===== src/rtl/rank_score_selector.sv =====
// rank_score_selector
//   Gathers one mismatch score from each rank template matcher for a card
//   corner, then walks the buffered scores serially to find the lowest score
//   (winning rank) and the runner-up. It presents the winner with a confidence
//   flag over a valid/ready handshake.
//
//   State   | meaning
//   --------+--------------------------------------------------------------
//   COLLECT | latch strobed scores; timeout runs once the first score lands
//   COMPARE | one buffer entry per cycle, tracking best and runner-up
//   OUTPUT  | result held on rank_* until the consumer accepts it
//
// Ports
//   clk, rst      clock, synchronous active-high reset
//   score_in      flattened scores, rank i at [i*SCORE_W +: SCORE_W]
//   score_valid   per-rank one-cycle strobe qualifying its score_in slice
//   rank_idx      winning rank index (0=A .. 12=K)
//   best_score    lowest score
//   second_score  runner-up score, all-ones if fewer than two were present
//   confident     best clearly below threshold, clear margin, nothing missing
//   missing       ranks not present when the comparison started
//   rank_valid    result valid; rank_ready accepts it
//   drop_count    saturating count of cycles with strobes outside COLLECT
module rank_score_selector #(
    parameter int NUM_RANKS    = 13,
    parameter int SCORE_W      = 11,
    parameter int TIMEOUT      = 4096,
    parameter int MATCH_THRESH = 300,
    parameter int MIN_MARGIN   = 50
) (
    input  logic                           clk,
    input  logic                           rst,
    input  logic [NUM_RANKS*SCORE_W-1:0]   score_in,
    input  logic [NUM_RANKS-1:0]           score_valid,
    output logic [3:0]                     rank_idx,
    output logic [SCORE_W-1:0]             best_score,
    output logic [SCORE_W-1:0]             second_score,
    output logic                           confident,
    output logic [NUM_RANKS-1:0]           missing,
    output logic                           rank_valid,
    input  logic                           rank_ready,
    output logic [7:0]                     drop_count
);

    localparam int CNT_W = $clog2(TIMEOUT);
    localparam logic [SCORE_W-1:0] SCORE_MAX = '1;

    typedef enum logic [1:0] {COLLECT, COMPARE, OUTPUT} state_t;

    state_t               state_q, state_d;
    logic [NUM_RANKS-1:0] present_q, present_d;
    logic [SCORE_W-1:0]   score_buf_q [NUM_RANKS];
    logic [SCORE_W-1:0]   score_buf_d [NUM_RANKS];
    logic [CNT_W-1:0]     cnt_q, cnt_d;
    logic [3:0]           j_q, j_d;
    logic [SCORE_W-1:0]   run_best_q, run_best_d;
    logic [SCORE_W-1:0]   run_second_q, run_second_d;
    logic [3:0]           run_idx_q, run_idx_d;
    logic [3:0]           rank_idx_q, rank_idx_d;
    logic [SCORE_W-1:0]   best_q, best_d;
    logic [SCORE_W-1:0]   second_q, second_d;
    logic                 conf_q, conf_d;
    logic [NUM_RANKS-1:0] missing_q, missing_d;
    logic                 valid_q, valid_d;
    logic [7:0]           drop_q, drop_d;

    logic [SCORE_W-1:0]   entry_score;
    logic                 entry_present;
    logic [SCORE_W-1:0]   cand_best, cand_second;
    logic [3:0]           cand_idx;
    logic                 any_strobe;

    // Running best/second after folding in entry j. A displaced best becomes
    // the runner-up; strict compares keep the lowest index on ties.
    always_comb begin
        entry_score   = score_buf_q[j_q];
        entry_present = present_q[j_q];
        cand_best     = run_best_q;
        cand_second   = run_second_q;
        cand_idx      = run_idx_q;
        if (entry_present) begin
            if (entry_score < run_best_q) begin
                cand_best   = entry_score;
                cand_second = run_best_q;
                cand_idx    = j_q;
            end else if (entry_score < run_second_q) begin
                cand_second = entry_score;
            end
        end
    end

    always_comb begin
        state_d      = state_q;
        present_d    = present_q;
        score_buf_d  = score_buf_q;
        cnt_d        = cnt_q;
        j_d          = j_q;
        run_best_d   = run_best_q;
        run_second_d = run_second_q;
        run_idx_d    = run_idx_q;
        rank_idx_d   = rank_idx_q;
        best_d       = best_q;
        second_d     = second_q;
        conf_d       = conf_q;
        missing_d    = missing_q;
        valid_d      = valid_q;
        drop_d       = drop_q;
        any_strobe   = |score_valid;

        case (state_q)
            COLLECT: begin
                for (int i = 0; i < NUM_RANKS; i++) begin
                    if (score_valid[i]) begin
                        score_buf_d[i] = score_in[i*SCORE_W +: SCORE_W];
                        present_d[i]   = 1'b1;
                    end
                end
                // Counter only runs once at least one score has been latched.
                if (present_q != '0) begin
                    cnt_d = cnt_q + 1'b1;
                end
                if ((&present_d) || (cnt_d == CNT_W'(TIMEOUT - 1))) begin
                    state_d      = COMPARE;
                    missing_d    = ~present_d;
                    j_d          = '0;
                    run_best_d   = SCORE_MAX;
                    run_second_d = SCORE_MAX;
                    run_idx_d    = '0;
                end
            end
            COMPARE: begin
                run_best_d   = cand_best;
                run_second_d = cand_second;
                run_idx_d    = cand_idx;
                j_d          = j_q + 1'b1;
                if (j_q == 4'(NUM_RANKS - 1)) begin
                    rank_idx_d = cand_idx;
                    best_d     = cand_best;
                    second_d   = cand_second;
                    // second >= best always, so the unsigned margin never wraps.
                    conf_d     = (cand_best < SCORE_W'(MATCH_THRESH)) &&
                                 ((cand_second - cand_best) >= SCORE_W'(MIN_MARGIN)) &&
                                 (missing_q == '0);
                    valid_d    = 1'b1;
                    state_d    = OUTPUT;
                end
                if (any_strobe && drop_q != 8'hFF) begin
                    drop_d = drop_q + 1'b1;
                end
            end
            OUTPUT: begin
                if (rank_ready) begin
                    valid_d   = 1'b0;
                    present_d = '0;
                    cnt_d     = '0;
                    state_d   = COLLECT;
                end
                if (any_strobe && drop_q != 8'hFF) begin
                    drop_d = drop_q + 1'b1;
                end
            end
            default: state_d = COLLECT;
        endcase
    end

    always_ff @(posedge clk) begin
        if (rst) begin
            state_q      <= COLLECT;
            present_q    <= '0;
            cnt_q        <= '0;
            j_q          <= '0;
            run_best_q   <= SCORE_MAX;
            run_second_q <= SCORE_MAX;
            run_idx_q    <= '0;
            rank_idx_q   <= '0;
            best_q       <= '0;
            second_q     <= SCORE_MAX;
            conf_q       <= 1'b0;
            missing_q    <= '0;
            valid_q      <= 1'b0;
            drop_q       <= '0;
            for (int i = 0; i < NUM_RANKS; i++) begin
                score_buf_q[i] <= '0;
            end
        end else begin
            state_q      <= state_d;
            present_q    <= present_d;
            cnt_q        <= cnt_d;
            j_q          <= j_d;
            run_best_q   <= run_best_d;
            run_second_q <= run_second_d;
            run_idx_q    <= run_idx_d;
            rank_idx_q   <= rank_idx_d;
            best_q       <= best_d;
            second_q     <= second_d;
            conf_q       <= conf_d;
            missing_q    <= missing_d;
            valid_q      <= valid_d;
            drop_q       <= drop_d;
            score_buf_q  <= score_buf_d;
        end
    end

    assign rank_idx     = rank_idx_q;
    assign best_score   = best_q;
    assign second_score = second_q;
    assign confident    = conf_q;
    assign missing      = missing_q;
    assign rank_valid   = valid_q;
    assign drop_count   = drop_q;

endmodule


===== config.mk =====
export PLATFORM = sky130hd
export DESIGN_NAME = rank_score_selector
export DESIGN_NICKNAME = d
export VERILOG_FILES = /design/src/rtl/rank_score_selector.sv
export SDC_FILE = /design/constraint.sdc
export NUM_CORES = 1
export LEC_CHECK = 0
export CORE_MARGIN = 1
export CORE_UTILIZATION = 54
export DETAILED_ROUTE_END_ITERATION = 8
export PLACE_DENSITY = 0.81
export RECOVER_POWER = 100
export SLEW_MARGIN = 5
export SYNTH_ARGS = -nofsm -noshare
export SYNTH_HDL_FRONTEND = slang
export SYNTH_SLANG_ARGS = --single-unit

===== constraint.sdc =====
create_clock -name clk -period 7.46 [get_ports clk]
set_input_delay 2.238 -clock clk [delete_from_list [all_inputs] [get_ports clk]]
set_output_delay 2.238 -clock clk [all_outputs]
set_load 0.1 [all_outputs]

# [Yosys cells after proc, flatten, opt, wreduce, memory -nomap -nowiden]
# Cells that the tools add are included.
[op_classes] n_addsub=4 n_lt_le_gt_ge=6 eq_ne=8 muxes=57 n_bitwise=2 n_reduce_logical=33
[ops] operator="two-way mux 11 bit" count=8
[ops] operator="binary-select mux 11 bit (select 4 bit)" count=1
[ops] operator="one-hot mux 11 bit (2 select lines)" count=2
[ops] operator="two-way mux 12 bit" count=3
[ops] operator="AND reduction 2 bit" count=18
[ops] operator="two-way mux 1 bit" count=29
[ops] operator="one-hot mux 13 bit (2 select lines)" count=1
[ops] operator="one-hot mux 12 bit (2 select lines)" count=1
[ops] operator="less-than comparator 11 bit" count=2
[ops] operator="one-hot mux 4 bit (2 select lines)" count=2
[ops] operator="logical NOT 13 bit" count=1
[ops] operator="two-way mux 13 bit" count=1
[ops] operator="NOT 13 bit" count=1
[ops] operator="AND reduction 13 bit" count=1
[ops] operator="nonzero test 13 bit" count=1
[ops] operator="OR reduction 13 bit" count=1
[ops] operator="adder 12 x 1 -> 12 bit, second input constant" count=1
[ops] operator="== test 12 bit, second input constant" count=1
[ops] operator="two-way mux 4 bit" count=3
[ops] operator=">= comparator 11 x 6 -> 1 bit, second input constant" count=1
[ops] operator="less-than comparator 11 x 9 -> 1 bit, second input constant" count=1
[ops] operator="subtractor 11 bit" count=1
[ops] operator="adder 8 x 1 -> 8 bit, second input constant" count=1
[ops] operator="!= test 8 bit, second input constant" count=1
[ops] operator="18 further kinds" count=27
[totals] reg_bits=249 in_bits=159 output_inout_bits=49 wordCells=137

# [Depth between registers and ports, before layout]
# Gate-level depths: netlist (run 1).
[depth] word_depth=12 ltp_mapped=30 depth_no_buf=25

# [Worst setup path before layout (run 1)]
# Ideal clock, no wire load.
[synth_path] path_type="register to register" start="register j_q[1]" end="register conf_q (netlist: confident)" setup_ps=123 t_arrival_ps=5650 t_required_ps=7337 path_slack_ps=1687 stages_incl_launch_ff=30 n_path_buf=6 synth_period_minus_slack_ps=5773 path_cell_list="dfxtp_1 > buf_4 > buf_1 > buf_2 > buf_2 > mux4_2 > a221oi_1 > a31oi_1 > ha_1 > a21oi_1 > nand2_1 > a211oi_1 > o21a_4 > buf_8 > buf_2 > nand2_1 > nand2_1 > o21ai_0 > ha_1 > fa_1 > inv_1 > a21oi_1 > o21bai_1 > a21oi_1 > nand2_1 > a21oi_1 > a221oi_2 > nand3_1 > a2111oi_2 > o21ai_1"
[synth_via] elab_cells_between_ends=20 classes_between="1 x add/sub; 4 x order compare; 1 x eq/ne; 10 x mux; 1 x bitwise; 3 x reduce/logical"
[synth_rtl] item="from (decl)" line="55" rtl="logic [3:0] j_q, j_d;"
[synth_rtl] item="from (signal assigned)" line="189" rtl="j_q <= j_d;"
[synth_rtl] item="NOT 4 -> 5 bit (implied by the code)" line="76" rtl="entry_score = score_buf_q[j_q];"
[synth_rtl] item="binary-select mux 11 bit (select 4 bit)" line="76"
[synth_rtl] item="two-way mux 11 bit (implied by the code) (2 in a row)" line="76"
[synth_rtl] item="less-than comparator 11 bit" line="82" rtl="if (entry_score < run_best_q) begin"
[synth_rtl] item="two-way mux 11 bit" line="82"
[synth_rtl] item="two-way mux 11 bit (*)" line="81" rtl="if (entry_present) begin"
[synth_rtl] item="via cand_best[0]" line="69" rtl="logic [SCORE_W-1:0] cand_best, cand_second;"
[synth_rtl] item="subtractor 11 bit" line="142" rtl="((cand_second - cand_best) >= SCORE_W'(MIN_MARGIN)) &&"
[synth_rtl] item=">= comparator 11 x 6 -> 1 bit" line="142"
[synth_rtl] item="logical AND 1 bit (*)" line="141" rtl="conf_d = (cand_best < SCORE_W'(MATCH_THRESH)) &&"
[synth_rtl] item="logical AND 1 bit (*)" line="142"
[synth_rtl] item="to (signal assigned)" line="196" rtl="conf_q <= conf_d;"
[synth_rtl] item="to (decl)" line="62" rtl="logic conf_q, conf_d;"
# Mark *: on every way through the listed nets, which the timed path passes. The rest lies on a longest branch. The select of a mux whose other input is x is not followed.
# A chain may end at the register's enable or synchronous reset.

# [Worst setup path in the final report (run 1)]
[layout_path] start="input port rst" end="register score_buf_q[135] (netlist name)"
[layout_rtl] item="from (decl)" line="32" rtl="input logic rst,"
[layout_rtl] item="to (signal assigned)" line="200" rtl="score_buf_q <= score_buf_d;"
[layout_rtl] item="to (decl)" line="52" rtl="logic [SCORE_W-1:0] score_buf_q [NUM_RANKS];"
# No word-level cell between the ends.

==> out/metrics.csv, run 1 <==
metric,value,unit
outcome,"complete, but fails checks",
failing checks,"DRC, capacitance limit, slew limit",
latest clock arrival within the worst-skew pair,0.53,ns
initial DRC count,1198,
Post-Layout Cell Count,1931,
top-count cell post-synth,nand2_1,
Layout Nets,1828,
tightest slew margin relative to the limit,-149,%
Die Ht,152,um
HPWL Detailed,26900,um
ANT nets after route,0,
Synth top area share,41.1,%
CTS H-tree lvls,1,
"top cells by area, synth","dfxtp_1, nand2_1, a21oi_1, mux4_2, ha_1",
"FF+latch count, synth",249,
Post-synth top flop,dfxtp_1,
"Warnings, synthesis",0,
Slew @ Worst Pin,3.73,ns
Post-Synthesis Cell Area,12100,sq um
layout cells sized above 1,6.48,%
"Avg Cell Area, Syn",8.17,sq um
most instantiated cells after synthesis,"nand2_1, dfxtp_1, a21oi_1, nor2_1, clkbuf_1",
Final Power,3.18,mW
largest area contributor in the netlist,dfxtp_1,
"Largest delay share family, worst path",buffers and inverters,
Buf/Inv on CP,2,
reg2reg path depth,22,
post-cts gate resize count,0,
Setup Skew,0.0109,ns
setup ws final,0.812,ns
Worst EP required,7.68,ns
number of hold buffers added after CTS,0,
Tcrit/Tclk final,89.1,%
Reg2Reg Setup Slack,0.88,ns
TritonCTS clock tree,built,
clock buffer depth,3,
crit path DAT,6.87,ns
post-layout util,68.8,%
Pre-antenna DRT Iters,7,
Vias/cell,6.10,
Clock Tree Root,clkbuf_16,
Setup CP Type,primary input to flip-flop,
initial antenna violation count,0,
Worst Hold End,score_buf_q[48]$_SDFFE_PP0P_,
Final GP Congestion,0.902,
pre-CTS WS,0.959,ns
Post-synth ARST share,0,%
vias in the first global route,11051,
Max Cap Viol,2,
worst flop-to-flop path endpoint,confident$_SDFFE_PP0P_,
PwrDens,211,nW/um^2
first-pass GRT wire length,58500,um
Netlist cell types,77,
Syn Nets,1682,
detailed-route via count,11773,
Max Clk Rate,0.150,GHz
R2R Path Start,j_q[2]$_SDFFE_PP0P_,
CP Capture Type,flip-flop,
HP Start,score_buf_q[48]$_SDFFE_PP0P_,
dpl cell area,14200,sq um
HP Class,flip-flop to flip-flop,
Worst path slowest cell,clkbuf_1,
GRT Overall Usage,31.3,%
placed insts,1885,
Layout area overhead,24.4,%
Core Region,22000,sq um
fillcell total,1682,
worst vdd ir,0.145,mV
largest net degree at the start of global routing,117,
setup_tns,0,ns
final hold vios,0,
total CTS buffers,25,
Row Count,54,
crit-path max FO,116,
Die X,152,um
final setup violation count,0,
DR WL/cell,19.1,um
final WL,36900,um
register area share after synthesis,41.1,%
crit start category,primary input,
initial core utilization,55.3,%
# clock sinks,249,
drc violations,22,
ordered cell list for the critical path,"clkbuf_2, clkbuf_1, a21oi_1",
setup repair bufs after CTS,0,
"CTS clk-pin slew, worst paths",0.06,ns
hold_ws,0.457,ns
Post-synth EDFFs,0,
I/O pin cnt,208,
final-report max-slew violation count,206,
Congestion Overflow GR,0,
Synth Instances,1486,
worst hold path stage count,2,
leak pwr,6.01,nW
full die area,23100,sq um
Antenna diodes,0,
design area,15100,sq um
unrepaired setup endpoints after global routing,no,
CP peak stage delay,2.72,ns
fin crit period,6.65,ns
PortBufs,207,
-- routing by layer --
layer / vias to the layer above / part of all wire (%) / GRT usage (%)
li1: 5483 / - / -
met1: 5479 / 40 / 39.8
met2: 688 / 46 / 52.1
met5: - / 0 / 0
met4: 0 / 5.1 / 14.2
met3: 123 / 8.9 / 5.59
-- worst min-delay path, delay by kind of cell (launching register included) --
family	cells	cell delay [ns]
compound gates	1	0.05
flops	1	0.31
simple gates	1	0.05
-- logic make-up (layout without fill, tap and decap cells) --
group | after synthesis | in the layout | share of synthesized area, %
adders and majority gates | 38 | 38 | 3.96
DFF | 249 | 249 | 41.1
muxes | 58 | 58 | 8.17
and+or+nand+nor | 615 | 615 | 21.5
AOI/OAI and AO/OA | 372 | 372 | 19.4
buffers and inverters | 141 | 306 | 4.91
xor gates and xnor gates | 13 | 13 | 0.938
-- how the worst max path moves through the flow --
stage,from,end,slack (ns),depth (start not counted)
floorplan,j_q[1]$_SDFFE_PP0P_,confident$_SDFFE_PP0P_,1.69,29
global placement,j_q[0]$_SDFFE_PP0P_,confident$_SDFFE_PP0P_,1.10,23
detailed placement,j_q[0]$_SDFFE_PP0P_,confident$_SDFFE_PP0P_,0.96,23
CTS,j_q[0]$_SDFFE_PP0P_,confident$_SDFFE_PP0P_,0.92,23
global route,j_q[2]$_SDFFE_PP0P_,confident$_SDFFE_PP0P_,0.32,25
finish,rst,score_buf_q[135]$_SDFFE_PP0P_,0.81,3
-- state kept, by name, summed over array words and instances, names as in the netlist --
name	cells
run_idx_q	4
drop_count	8
run_best_q	11
run_second_q	11
score_buf_q	143
j_q	4
confident	1
second_score	11
rank_valid	1
state_q	2
rank_idx	4
best_score	11
present_q	13
missing	13
cnt_q	12
-- report_power, final --
part	switching [mW]	internal, mW
logic	0.206	0.174
clock network	0.536	0.848
registers	0.0370	1.38
-- cells in the final DEF (no fill, tap or decap), types with 6 or more instances in the layout --
master and n:
xor2_1 7, nand4_1 15, o21ai_0 26, inv_1 41, nor2b_1 8, xnor2_1 6
ha_1 36, a22oi_1 7, a21o_1 8, dfxtp_1 247, nor3_1 13, a211oi_1 19
a31oi_1 12, clkdlybuf4s50_1 149, nor4_1 9, and2_0 8, a221oi_1 6, mux2i_1 25
nor2_1 105, buf_4 6, nand3_1 29, a21oi_1 205, o211ai_1 8, dlygate4sd3_1 57
a22o_1 19, nand2_1 389, mux4_2 30, clkbuf_16 25, clkbuf_8 6, and2_1 9
o22ai_1 18, nand2b_1 7
-- layout make-up --
class	instances	area (sq um)	share of cell area (%)
Sequential cell	249	4990	33.0
Timing Repair Buffer	216	2120	14.1
Clock buffer	33	716	4.74
Multi-Input combinational cell	1096	6560	43.4
Tap cell	280	350	2.32
Inverter	44	165	1.09
Clock inverter	13	199	1.32
Note: power is estimated with default switching activity, not from simulation.
==> inputs of run 2 (changes only) <==
CTS_BUF_LIST = sky130_fd_sc_hd__clkbuf_4 sky130_fd_sc_hd__clkbuf_8 sky130_fd_sc_hd__clkbuf_16   (was not set)
==> run 2 against run 1 <==
Compared with the run above: the flow still finishes with violations (DRC, capacitance limit, slew limit); via count decreased by 0.11%; critical path type unchanged; final cell count unchanged; hold slack is essentially flat; largest power group unchanged; sequential share of layout area about the same; critical path depth did not move; non-clock buffer count did not move.
==> out/metrics.csv, run 2 (same netlist as run 1, synthesis figures left out) <==
metric,value,unit,change
GRT Overall Usage,31.4,%,about the same
R2R Path Start,j_q[0]$_SDFFE_PP0P_,,
PortBufs,207,,unchanged
"Most flops, register",score_buf_q,,
Pre-antenna DRT Iters,8,,+1
latest clock arrival within the worst-skew pair,0.53,ns,about the same
setup ws final,0.780,ns,-0.0326 ns
I/O pin cnt,208,,unchanged
power share of the combinational group,11.9,%,about the same
Layout Nets,1828,,unchanged
DR WL/cell,19.0,um,-0.33%
Layout area overhead,24.4,%,about the same
worst flop-to-flop path endpoint,confident$_SDFFE_PP0P_,,
Switching Fraction,24.3,%,-0.16 points
HPWL Detailed,26900,um,unchanged
largest net degree at the start of global routing,117,,unchanged
initial antenna violation count,0,,unchanged
Vias/cell,6.09,,-0.11%
Max Clk Rate,0.150,GHz,-0.49%
setup repair bufs after CTS,0,,unchanged
internal cell power,2.41,mW,+0.31%
fillcell total,1684,,+0.12%
clock group share of total power,43.6,%,about the same
final-report max-slew violation count,206,,unchanged
detailed-route via count,11760,,-0.11%
drc violations,22,,unchanged
Die X,152,um,unchanged
Core Region,22000,sq um,unchanged
max reg flops,143,,unchanged
crit path DAT,6.89,ns,+0.02 ns
Die Ht,152,um,unchanged
ordered cell list for the critical path,"clkbuf_2, clkbuf_1, a21oi_1",,
Setup Skew,0.0150,ns,+0.00402 ns
unrepaired setup endpoints after global routing,no,,
crit-path max FO,116,,unchanged
failing checks,"DRC, capacitance limit, slew limit",,
Worst EP required,7.67,ns,about the same
HP Class,flip-flop to flip-flop,,
Final GP Congestion,0.902,,unchanged
tightest slew margin relative to the limit,-150,%,-1.9 points
crit path launch,rst,,
final WL,36800,um,-0.33%
setup_tns,0,ns,unchanged
CTS H-tree lvls,1,,unchanged
vias in the first global route,11048,,-0.027%
Worst path slowest cell,clkbuf_1,,
layout cells sized above 1,6.60,%,+0.12 points
"CTS clk-pin slew, worst paths",0.06,ns,about the same
reg2reg path depth,23,,+4.5%
CP peak stage delay,2.74,ns,+0.02 ns
worst vdd ir,0.143,mV,-0.83%
P_sw,0.775,mW,-0.56%
first-pass GRT wire length,58400,um,about the same
pre-CTS WS,0.959,ns,unchanged
share of total power in sequential cells,44.5,%,about the same
leak pwr,6.02,nW,+0.11%
Antenna diodes,0,,unchanged
final hold vios,0,,unchanged
ANT nets after route,0,,unchanged
initial DRC count,1187,,-0.92%
# clock sinks,249,,unchanged
final setup violation count,0,,unchanged
Reg2Reg Setup Slack,0.90,ns,+0.02 ns
Max Cap Viol,2,,unchanged
Setup CP Type,primary input to flip-flop,,
"most common cell after layout, fill and taps aside",nand2_1,,
PwrDens,211,nW/um^2,about the same
fin crit period,6.68,ns,+0.0326 ns
most frequent cells in the layout,"nand2_1, dfxtp_1, a21oi_1",,
clock buffer depth,3,,unchanged
post-cts gate resize count,0,,unchanged
end of the critical path,score_buf_q[67]$_SDFFE_PP0P_,,
Slew @ Worst Pin,3.76,ns,+0.0284 ns
number of hold buffers added after CTS,0,,unchanged
TritonCTS clock tree,built,,
Tcrit/Tclk final,89.5,%,+0.44 points
total CTS buffers,25,,unchanged
initial core utilization,55.3,%,unchanged
CP Capture Type,flip-flop,,
full die area,23100,sq um,unchanged
outcome,"complete, but fails checks",,
crit start category,primary input,,
Final Power,3.19,mW,about the same
worst hold path stage count,2,,unchanged
Congestion Overflow GR,0,,unchanged
Clock Tree Root,clkbuf_16,,
Row Count,54,,unchanged
[run 2: cell counts in the layout (fill, tap and decap cells not counted)]
Identical to the previous run, type by type.
[run 2: critical path, delay by kind of cell]
kind / cells / cell delay, ns
buffers and inverters: 2 / 4.38
AO/OA/AOI/OAI: 1 / 0.15
[run 2: layer usage]
metal | global-route usage (%) | routed length (um) | vias up
met1 | 40.1 | 14900 | 5514
met2 | 51.9 | 16900 | 637
met3 | 5.45 | 3070 | 128
met4 | 14.4 | 1890 | 0
met5 | 0 | 0 | -
li1 | - | - | 5481
[run 2: area by class of cell]
class                      count  area, sq um  share of cell area (%)
clock inverter                13          199                    1.32
timing repair buffer         216         2120                    14.1
tap                          280          350                    2.32
sequential                   249         4990                    33.0
clock buffer                  33          723                    4.79
inverter                      44          165                    1.09
multi-input combinational   1096         6560                    43.4
[run 2: stage by stage]
stage	hold WS (ns)	utilization [%]	instances	instance area, sq um
CTS	0.455	68.9	1931	15100
detailed placement	0.446	64.7	1885	14200
global placement	0.439	64.7	1885	14200
finish	0.457	68.8	1931	15100
global route	0.467	68.8	1931	15100
floorplan	0.432	-	1486	12100
[run 2: power groups by stage]
stage               Clock [mW]  Combinational [mW]  Sequential, mW
finish                    1.39               0.380            1.42
CTS                       1.39               0.374            1.42
global route              1.45               0.411            1.42
global placement             0               0.364            1.44
detailed placement           0               0.371            1.45
floorplan                    0               0.220            1.43
[run 2: worst min-delay path by stage]
stage                                        from                            end  slack (ns)
floorplan           score_buf_q[110]$_SDFFE_PP0P_  score_buf_q[110]$_SDFFE_PP0P_        0.43
global placement     score_buf_q[91]$_SDFFE_PP0P_   score_buf_q[91]$_SDFFE_PP0P_        0.44
detailed placement   score_buf_q[57]$_SDFFE_PP0P_   score_buf_q[57]$_SDFFE_PP0P_        0.45
CTS                  score_buf_q[19]$_SDFFE_PP0P_   score_buf_q[19]$_SDFFE_PP0P_        0.46
global route         score_buf_q[19]$_SDFFE_PP0P_   score_buf_q[19]$_SDFFE_PP0P_        0.47
finish               score_buf_q[48]$_SDFFE_PP0P_   score_buf_q[48]$_SDFFE_PP0P_        0.46
==> inputs of run 3 (changes only) <==
==> constraint.sdc (replaced) <==
create_clock -name clk -period 7.46 [get_ports clk]
set_input_delay 0.746 -clock clk [delete_from_list [all_inputs] [get_ports clk]]
set_output_delay 0.746 -clock clk [all_outputs]
set_load 0.1 [all_outputs]
==> run 3 against run 2 <==
Compared with the run above: the flow still finishes with violations (DRC, capacitance limit, slew limit); final area down 0.24%; total power decreased by 0.66%; clock power hardly changed; final cell count is 0.16% lower; wire length is 0.30% lower; core utilization fell by 0.17 points; clock-buffer cell count increased by 5; global-route usage shrank 0.068 points; via count down 0.76%; combinational power about the same; flip-flop and latch count unchanged; critical endpoint is now confident$_SDFFE_PP0P_.
==> out/metrics.csv, run 3 (same netlist as run 1, synthesis figures left out) <==
metric,value,unit,change
outcome,"complete, but fails checks",,
failing checks,"DRC, capacitance limit, slew limit",,
HP Class,flip-flop to flip-flop,,
"CTS clk-pin slew, worst paths",0.06,ns,about the same
detailed-route via count,11671,,-0.76%
full die area,23100,sq um,unchanged
total CTS buffers,26,,+4.0%
initial antenna violation count,0,,unchanged
Layout Nets,1829,,+0.055%
R2R Path Start,j_q[2]$_SDFFE_PP0P_,,
dpl cell area,14200,sq um,unchanged
fin crit period,6.68,ns,-0.00277 ns
latest clock arrival within the worst-skew pair,0.53,ns,about the same
tightest slew margin relative to the limit,-6.18,%,+140 points
drc violations,22,,unchanged
worst hold path stage count,2,,unchanged
crit path DAT,7.09,ns,+0.20 ns
final-report max-slew violation count,38,,-82%
design area,15100,sq um,-0.24%
Setup CP Type,flip-flop to flip-flop,,
HPWL Detailed,26900,um,-0.23%
# clock sinks,249,,unchanged
Final GP Congestion,0.905,,+0.31%
vias in the first global route,11067,,+0.17%
final hold vios,0,,unchanged
worst flop-to-flop path endpoint,confident$_SDFFE_PP0P_,,
most frequent cells in the layout,"nand2_1, dfxtp_1, a21oi_1",,
setup_tns,0,ns,unchanged
ordered cell list for the critical path,"nor3b_4, a221oi_1, a31oi_1, ha_1, a21oi_1, a31oi_1, a211oi_1, o21a_4, and2_1, nor2_1, a21oi_1, ha_1, nor2b_1, o21ai_0, a21oi_1, o21ai_0, nand2_1, a32oi_1, nand2b_1, a31oi_1, a2111oi_2, o21ai_1",,
post-cts gate resize count,0,,unchanged
setup ws final,0.783,ns,+0.00277 ns
Worst EP required,7.87,ns,+0.20 ns
"most common cell after layout, fill and taps aside",nand2_1,,
post-layout util,68.6,%,-0.17 points
first-pass GRT wire length,58400,um,about the same
Die Ht,152,um,unchanged
I/O pin cnt,208,,unchanged
clock buffer depth,3,,unchanged
DR WL/cell,19.0,um,-0.15%
Core Region,22000,sq um,unchanged
Congestion Overflow GR,0,,unchanged
leak pwr,6.01,nW,-0.14%
unrepaired setup endpoints after global routing,no,,
final WL,36600,um,-0.30%
initial core utilization,55.3,%,unchanged
Clock Tree Root,clkbuf_16,,
final setup violation count,0,,unchanged
largest net degree at the start of global routing,117,,unchanged
TritonCTS clock tree,built,,
PwrDens,210,nW/um^2,-0.42%
crit-path max FO,26,,-78%
Reg2Reg Setup Slack,0.78,ns,-0.12 ns
Die X,152,um,unchanged
Final Power,3.16,mW,-0.66%
initial DRC count,1107,,-6.7%
ANT nets after route,0,,unchanged
Slew @ Worst Pin,1.59,ns,-2.16 ns
Setup Skew,0.0105,ns,-0.00447 ns
layout cells sized above 1,6.13,%,-0.47 points
crit path launch,j_q[2]$_SDFFE_PP0P_,,
CTS H-tree lvls,1,,unchanged
HP Start,score_buf_q[99]$_SDFFE_PP0P_,,
setup repair bufs after CTS,0,,unchanged
Layout area overhead,24.1,%,
GRT Overall Usage,31.3,%,-0.068 points
reg2reg path depth,22,,-4.3%
pre-CTS WS,0.887,ns,-0.0723 ns
Worst path slowest cell,dfxtp_1,,
Row Count,54,,unchanged
hold_ws,0.456,ns,-0.000558 ns
max reg flops,143,,unchanged
placed insts,1885,,unchanged
Post-Layout Cell Count,1928,,-0.16%
worst vdd ir,0.121,mV,-16%
PortBufs,207,,unchanged
CP peak stage delay,0.95,ns,-1.79 ns
CP Capture Type,flip-flop,,
Antenna diodes,0,,unchanged
Max Cap Viol,1,,-1
"Most flops, register",score_buf_q,,
Max Clk Rate,0.150,GHz,about the same
Worst Hold End,score_buf_q[99]$_SDFFE_PP0P_,,
crit start category,flip-flop,,
number of hold buffers added after CTS,0,,unchanged
Tcrit/Tclk final,89.5,%,about the same
Pre-antenna DRT Iters,8,,unchanged
Vias/cell,6.05,,-0.60%
[run 3: layer usage]
layer | routed length [um] | global-route usage (%) | vias up | share of wire, %
li1 | - | - | 5471 | -
met4 | 1590 | 13.0 | 0 | 4.3
met3 | 2830 | 5.31 | 113 | 7.7
met5 | 0 | 0 | - | 0
met2 | 17200 | 51.4 | 568 | 47
met1 | 15100 | 40.9 | 5519 | 41
[run 3: worst max path at each step]
| stage | to | slack, ns | cells after the start |
|---|---|---|---|
| final | confident$_SDFFE_PP0P_ | 0.78 | 22 |
| after global routing | confident$_SDFFE_PP0P_ | 0.21 | 24 |
| after CTS | confident$_SDFFE_PP0P_ | 0.84 | 23 |
| after detailed placement | confident$_SDFFE_PP0P_ | 0.89 | 23 |
| after global placement | confident$_SDFFE_PP0P_ | 1.10 | 23 |
| after floorplan | confident$_SDFFE_PP0P_ | 1.69 | 29 |
[run 3: cell type report]
type / instances / area [sq um]
Timing Repair Buffer: 216 / 2130
Multi-Input combinational cell: 1096 / 6530
Clock inverter: 5 / 103
Tap cell: 280 / 350
Fill cell: 1741 / 6890
Inverter: 44 / 165
Clock buffer: 38 / 802
Sequential cell: 249 / 4990
[run 3: critical path, delay by kind of cell (launching register included)]
family,cells,cell delay (ns)
AO/OA/AOI/OAI,14,3.25
AND/OR/NAND/NOR,6,1.69
flip-flops,1,0.95
adder cells (fa/ha/maj),2,0.64
[run 3: report_power, final]
part           switching [mW]  total [mW]  leakage (nW)  internal, mW
registers              0.0371        1.42          2.04          1.38
logic                   0.205       0.377          3.52         0.172
clock network           0.528        1.37         0.448         0.841
total                   0.770        3.16          6.01          2.39
